`src/rtl/binary_to_tc_11.sv`:
```
// binary_to_tc_11: two-stage valid/ready pipeline that encodes a 4-bit
// binary value into a thermometer code for residues modulo the modulus.
module binary_to_tc_11 #(
   parameter  int MOD  = 11,
   localparam int TC_W = MOD - 1
) (
   input  logic            clk,
   input  logic            rst,
   input  logic [3:0]      in_bin,
   input  logic            in_valid,
   output logic            in_ready,
   output logic [TC_W:1]   out_tc,
   output logic            out_ovf,
   output logic            out_valid,
   input  logic            out_ready
);

   logic            s1_valid_q, s1_valid_d;
   logic [3:0]      s1_res_q, s1_res_d;
   logic            s1_ovf_q, s1_ovf_d;
   logic            out_valid_q, out_valid_d;
   logic [TC_W:1]   out_tc_q, out_tc_d;
   logic            out_ovf_q, out_ovf_d;

   logic            in_fire;
   logic            out_fire;
   logic            s2_load;
   logic            in_ovf;
   logic [3:0]      in_res;
   logic [TC_W:1]   tc_enc;

   always_comb begin
      in_ovf = (int'(in_bin) >= MOD);
`ifdef TC11_WRAP_EN
      in_res = 4'(int'(in_bin) % MOD);
`else
      in_res = in_ovf ? 4'd0 : in_bin;
`endif
   end

   always_comb begin
      tc_enc = '0;
      for (int i = 1; i <= TC_W; i++) begin
         tc_enc[i] = (i <= int'(s1_res_q));
      end
   end

   assign s2_load  = s1_valid_q && (!out_valid_q || out_ready);
   assign in_ready = !rst && (!s1_valid_q || !out_valid_q || out_ready);
   assign in_fire  = in_valid && in_ready;
   assign out_fire = out_valid_q && out_ready;

   always_comb begin
      s1_valid_d  = s1_valid_q;
      s1_res_d    = s1_res_q;
      s1_ovf_d    = s1_ovf_q;
      out_valid_d = out_valid_q;
      out_tc_d    = out_tc_q;
      out_ovf_d   = out_ovf_q;

      if (s2_load) begin
         s1_valid_d = 1'b0;
      end
      if (in_fire) begin
         s1_valid_d = 1'b1;
         s1_res_d   = in_res;
         s1_ovf_d   = in_ovf;
      end

      if (out_fire) begin
         out_valid_d = 1'b0;
      end
      if (s2_load) begin
         out_valid_d = 1'b1;
         out_tc_d    = tc_enc;
         out_ovf_d   = s1_ovf_q;
      end
   end

   always_ff @(posedge clk) begin
      if (rst) begin
         s1_valid_q  <= 1'b0;
         s1_res_q    <= '0;
         s1_ovf_q    <= 1'b0;
         out_valid_q <= 1'b0;
         out_tc_q    <= '0;
         out_ovf_q   <= 1'b0;
      end else begin
         s1_valid_q  <= s1_valid_d;
         s1_res_q    <= s1_res_d;
         s1_ovf_q    <= s1_ovf_d;
         out_valid_q <= out_valid_d;
         out_tc_q    <= out_tc_d;
         out_ovf_q   <= out_ovf_d;
      end
   end

   assign out_tc    = out_tc_q;
   assign out_ovf   = out_ovf_q;
   assign out_valid = out_valid_q;

endmodule

```
`config.mk`:
```
export PLATFORM = sky130hd
export DESIGN_NAME = binary_to_tc_11
export DESIGN_NICKNAME = d
export VERILOG_FILES = /design/src/rtl/binary_to_tc_11.sv
export SDC_FILE = /design/constraint.sdc
export NUM_CORES = 1
export LEC_CHECK = 0
export ABC_CLOCK_PERIOD_IN_PS = 1300
export BUFFER_PORTS_ARGS = -buffer_cell sky130_fd_sc_hd__clkbuf_2
export CORE_MARGIN = 1.5
export CORE_UTILIZATION = 44
export DETAILED_ROUTE_END_ITERATION = 8
export PLACE_DENSITY = 0.72
export REMOVE_ABC_BUFFERS = 1
export SETUP_SLACK_MARGIN = 0.5
export SLEW_MARGIN = 20
export SYNTH_ARGS = -nofsm -noshare
export SYNTH_HDL_FRONTEND = slang
export SYNTH_SLANG_ARGS = --single-unit
```
`constraint.sdc`:
```
create_clock -name clk -period 1.3 [get_ports clk]
set_clock_uncertainty 0.2 [all_clocks]
set_input_delay 0.13 -clock clk [delete_from_list [all_inputs] [get_ports clk]]
set_output_delay 0.13 -clock clk [all_outputs]
set_load 0.03 [all_outputs]
```
# ---- After elaboration in Yosys (flattened, before gate mapping)
# Cells that the tools add are included.
dict set report totals {
  ff_bits 18
  latch_bits 0
  ramBits 0
  rom_bits 0
  mem_count 0
}
dict set report op_classes {
  add_sub_neg 0
  n_mul 0
  div 0
  magnitude_cmp 11
  eq_ne 0
  shift 0
  mux 5
  bitwise_logic 0
  n_reduce_logical 12
}
# cell count
set ops {}
lappend ops {{<= comparator 3 x 4 -> 1 bit (first input constant)} 4}
lappend ops {{<= comparator 4 bit (first input constant)} 3}
lappend ops {{<= comparator 2 x 4 -> 1 bit (first input constant)} 2}
lappend ops {{>= comparator 4 bit (second input constant)} 1}
lappend ops {{<= comparator 1 x 4 -> 1 bit (first input constant)} 1}
lappend ops {{logical AND 1 bit} 4}
lappend ops {{two-way mux 1 bit} 4}
lappend ops {{two-way mux 4 bit} 1}
lappend ops {{nonzero test 2 bit} 2}
lappend ops {{logical NOT 1 bit} 3}
lappend ops {{logical OR 1 bit} 3}

# ---- Longest topological paths before layout
dict set report depth {
  word_depth 6
  ltp_mapped 4
  depth_no_buf 3
}

# ---- Worst setup path before layout
# OpenSTA, ideal clock, no wires.
dict set report synth_path {
  kind {register -> output}
  from {register out_valid_q (netlist: out_valid)}
  to {output port in_ready}
  t_arrival_ps 1187
  slack_ps -217
  path_stages_with_launch 4
  n_path_buf 1
  cell_sequence {dfxtp_1 and3b_1 clkbuf_1 nor2_1}
}
dict set report synth_via {
  elab_chain_cells 4
}
# item line_no
set synth_rtl {}
lappend synth_rtl {{from (decl)} 21} ;# logic out_valid_q, out_valid_d;
lappend synth_rtl {{from (signal assigned)} 92} ;# out_valid_q <= out_valid_d;
lappend synth_rtl {{logical NOT 1 bit} 49} ;# assign in_ready = !rst && (!s1_valid_q || !out_valid_q || out_ready);
lappend synth_rtl {{logical OR 1 bit (2 in a row)} 49}
lappend synth_rtl {{logical AND 1 bit} 49}
lappend synth_rtl {{to (decl)} 11} ;# output logic in_ready,
# No other way between the ends.

# ---- Final worst setup path
dict set report layout_path {
  from {register out_valid_q (netlist: out_valid)}
  to {register out_tc_q (netlist bit out_tc[9])}
}
dict set report layout_via {
  elab_chain_cells 3
}
# item line_no
set layout_rtl {}
lappend layout_rtl {{logical NOT 1 bit} 48} ;# assign s2_load = s1_valid_q && (!out_valid_q || out_ready);
lappend layout_rtl {{logical OR 1 bit} 48}
lappend layout_rtl {{logical AND 1 bit} 48}
lappend layout_rtl {{to (signal assigned)} 93} ;# out_tc_q <= out_tc_d;
lappend layout_rtl {{to (decl)} 22} ;# logic [TC_W:1] out_tc_q, out_tc_d;
# No other way between the ends.
# A chain may end at the register's enable or synchronous reset.

==> summary by stage <==
Run status
The run finished, with violations left. The checks that failed: negative hold slack, negative setup slack.

Routing
The routed via count is 865. Before antenna repair, the detailed router went through 6 iterations. The post-detailed-routing wire length is 2333 µm.

The DRC violation count after routing is 0. The first routing iteration left 20 violations. The mean routed wirelength per cell is 15.55 µm.

The detail-routed via count per cell is 5.767. The post-route antenna net violation count is 0.

Clocking
The total CTS buffers is 3. In this run the deepest clock path goes through 2 buffers. The sink count of the clock tree is 18.

The post-CTS clock slew at the launch and capture registers of the worst setup and hold paths is 0.10 ns. TritonCTS built the clock tree. The clock tree root buffer cell is sky130_fd_sc_hd__clkbuf_4.

The source-to-sink clock delay at the later pin of the worst-skew pair is 0.29 ns. In this run the number of H-tree levels came out at 1.

Critical path
For this run, the slowest stage of the critical path takes 0.48 ns. The category of the worst setup path capture point is a flip-flop. The largest individual stage delay along the critical path comes from the cell sky130_fd_sc_hd__or4_1.

Data on the critical path is required at its endpoint by 1.32 ns. The number of buffer and inverter stages on the critical path is 1. In this run the worst path has a maximum fanout of 4. The setup path with the least slack is of type reg -> reg.

Walking the worst path, the cells encountered are buf_4, and2b_4, or4_1, a21oi_1. The worst endpoint data arrival time is 1.57 ns. In this design, the largest share of critical-path delay is due to simple AND/OR/NAND/NOR gates. The startpoint class of the critical path is a flip-flop.

Run
The max-capacitance violation count is 0.

Floorplan
The die is 44.31 µm tall. The floorplan has 14 rows. The area of the core is 1559 µm². For this configuration, the core starts out at a cell density of 0.4815.

The die covers 1963 µm². The die span in x is 44.31 µm. In this run the count of I/O pins placed on the die edge is 21.

Min path
The worst hold path belongs to the class in -> reg.

STA
The number of hold violations in the final report is 9. In the post-route analysis, the smallest setup slack over all paths is -0.2476 ns. The worst-margin pin slew is 0.3217 ns. The minimum clock period is 1.548 ns. Setup repair after global routing could not meet its margin everywhere. The total count of max-transition violations in the final report is 0. For this run, the top clock speed supported by timing is 646.1 MHz.

Of the available clock period, the critical path in the final layout requires 1.190. In this run the tightest slew margin relative to its limit is 0.7853. Across all hold checks on the routed design, the worst slack comes to -0.1391 ns. The total of endpoints with negative setup slack in the final report is 14.

Final layout
Measured on the finished design, the core utilization comes to 0.8475. The layout overhead on the synthesized area is 76.00%. The filler cells instantiated in the layout total 88. The ratio of cells with drive above 1 in the final layout is 0.6269. The number of antenna diodes in the final layout is 0. The post-layout instance area is 1321 µm².

The number of nets in the finished design is 143. The post-layout instance count excluding filler cells is 150.

Placed design
The post-DP HPWL is 1271 µm. After detailed placement, the total cell area comes to 939.7 µm². The total of buffers placed on input and output ports is 20. The minimum setup slack after placement is -0.08528 ns. The placer's final routability congestion estimate is 0.7850.

The number of placed instances, taps included is 131.

GRT
The number of global-route vias before repair is 765. The number of antenna violations at the first check in global routing is 0. The first global-routing pass estimated 3298 µm of wire. The total grt overflow is 0. The largest net degree at the start of global routing is 12.

Across every metal layer, demand over resource in global routing totals 0.2259.

Pwr
IR analysis of the VDD net gives a maximum drop of 0.8366 mV. The power density of the placed cells is 939.1 nW/µm². The leakage power total is 0.5463 nW.

Synth
Of the total synthesized cell area, the portion taken by full adders, half adders and majority gates is 0. The Yosys step of the flow raised 0 warnings. Measured against the total synthesized area, the mux share comes to 0.

The average size of a mapped cell is 8.435 µm². The register area share after synthesis is 0.4800. By area, the combinational part of the netlist is dominated by compound AO/OA/AOI/OAI gates. The simple-gate share of the synthesized area is 0.1333. The count of distinct cell types in the synthesized netlist is 23.

Synthesis produced a netlist whose cell count is 89. The fraction of the mapped netlist area in compound gates is 0.3233. Of the total synthesized cell area, the portion taken by XOR and XNOR cells is 0. The area of the mapped netlist is 750.7 µm². In this run, synthesis produced a sequential element count of 18.
## cells in the mapped netlist (all sizes together)
master / count / area, µm²
a311oi: 4 / 35.03
clkbuf: 4 / 15.01
and3b: 1 / 8.760
o31ai: 1 / 7.510
o211ai: 4 / 30.03
nand2b: 1 / 6.260
nor2: 4 / 15.01
nand3: 4 / 20.02
dfxtp: 18 / 360.4
nand2: 4 / 15.01
inv: 5 / 18.77
and2b: 1 / 10.01
o2111ai: 2 / 17.52
a21oi: 16 / 80.08
or4: 1 / 7.510
nand3b: 1 / 7.510
nor3: 2 / 10.01
buf: 3 / 13.76
o21ai: 10 / 50.05
a211oi: 3 / 22.52
## final cells by class
type / instances / area, µm² / area share
well taps: 16 / 20.02 / 0.01515
repair buffers: 48 / 451.7 / 0.3419
flip-flops and latches: 18 / 376.6 / 0.2850
inverters: 5 / 18.77 / 0.01420
clock buffers: 4 / 36.28 / 0.02746
multi-input cells: 59 / 417.9 / 0.3163
## cells in the final DEF (no fill, tap or decap), types with 2 or more instances in the layout
cell type                    n
sky130_fd_sc_hd__a211oi_2    2
sky130_fd_sc_hd__a21oi_1    12
sky130_fd_sc_hd__a21oi_2     4
sky130_fd_sc_hd__a311oi_1    3
sky130_fd_sc_hd__buf_4      24
sky130_fd_sc_hd__buf_6       5
sky130_fd_sc_hd__buf_8      12
sky130_fd_sc_hd__clkbuf_2    7
sky130_fd_sc_hd__clkbuf_4    3
sky130_fd_sc_hd__dfxtp_1     5
sky130_fd_sc_hd__dfxtp_2    13
sky130_fd_sc_hd__inv_1       2
sky130_fd_sc_hd__inv_2       3
sky130_fd_sc_hd__nand2_1     4
sky130_fd_sc_hd__nand3_1     3
sky130_fd_sc_hd__nor2_1      3
sky130_fd_sc_hd__nor3_1      2
sky130_fd_sc_hd__o2111ai_1   2
sky130_fd_sc_hd__o211ai_1    4
sky130_fd_sc_hd__o21ai_0     3
sky130_fd_sc_hd__o21ai_1     3
sky130_fd_sc_hd__o21ai_2     3
## logic make-up (layout without fill, tap and decap cells)
logic type | after synthesis | after routing
and+or+nand+nor | 19 | 19
DFF | 18 | 18
AOI/OAI and AO/OA | 40 | 40
buffers and inverters | 12 | 57
## worst paths after layout
path	from	to	slack (ns)	depth (start not counted)
hold reg to reg	s1_ovf_q$_SDFFE_PP0P_	out_ovf$_SDFFE_PP0P_	0.28	2
setup reg to reg	out_valid$_SDFFE_PP0P_	out_tc[9]$_SDFFE_PP0P_	-0.25	4
setup / recovery	out_valid$_SDFFE_PP0P_	out_tc[9]$_SDFFE_PP0P_	-0.25	4
hold / removal	in_bin[1]	s1_res_q[1]$_SDFFE_PP0P_	-0.14	3
## flip-flops by register name, summed over array words and instances (netlist names)
signal / count
s1_valid_q: 1
s1_res_q: 4
out_tc: 10
out_ovf: 1
s1_ovf_q: 1
out_valid: 1
## routing by layer
layer	vias to the layer above	wire, µm	global-route usage
li1	423	-	-
met1	408	994	0.2796
met2	30	1216	0.3735
met3	4	98	0.05714
met4	0	24	0.09091
met5	-	0	0
## where the power goes
group / switching, mW / internal (mW)
combinational: 0.150 / 0.142
clock: 0.175 / 0.171
sequential: 0.0211 / 0.582
total: 0.346 / 0.895
## stage by stage
stage	power (mW)	TNS [ns]	hold slack, ns
after global routing	1.300	-2.715	-0.1324
after global placement	0.7919	-0.1205	0.1763
after detailed placement	0.7953	-0.4870	0.1818
after floorplan	0.7118	-0.9060	-0.0009342
final	1.241	-2.122	-0.1391
after CTS	1.202	-1.109	-0.1430
## worst register-to-register path: cells and delay by family, from the launching register on
family / cells / cell delay, ns
buf+inv: 1 / 0.15
compound gates: 1 / 0.14
flops: 1 / 0.34
simple gates: 2 / 0.66
## what timing repair did
action	4_1_cts	5_1_grt
gates resized for setup	52	24
setup buffers	8	7
endpoints found under the setup margin	31	31
hold endpoints to repair	9	9
cloned	0	0
pin swaps	8	9
No activity file was read; power rests on OpenSTA's default activity.
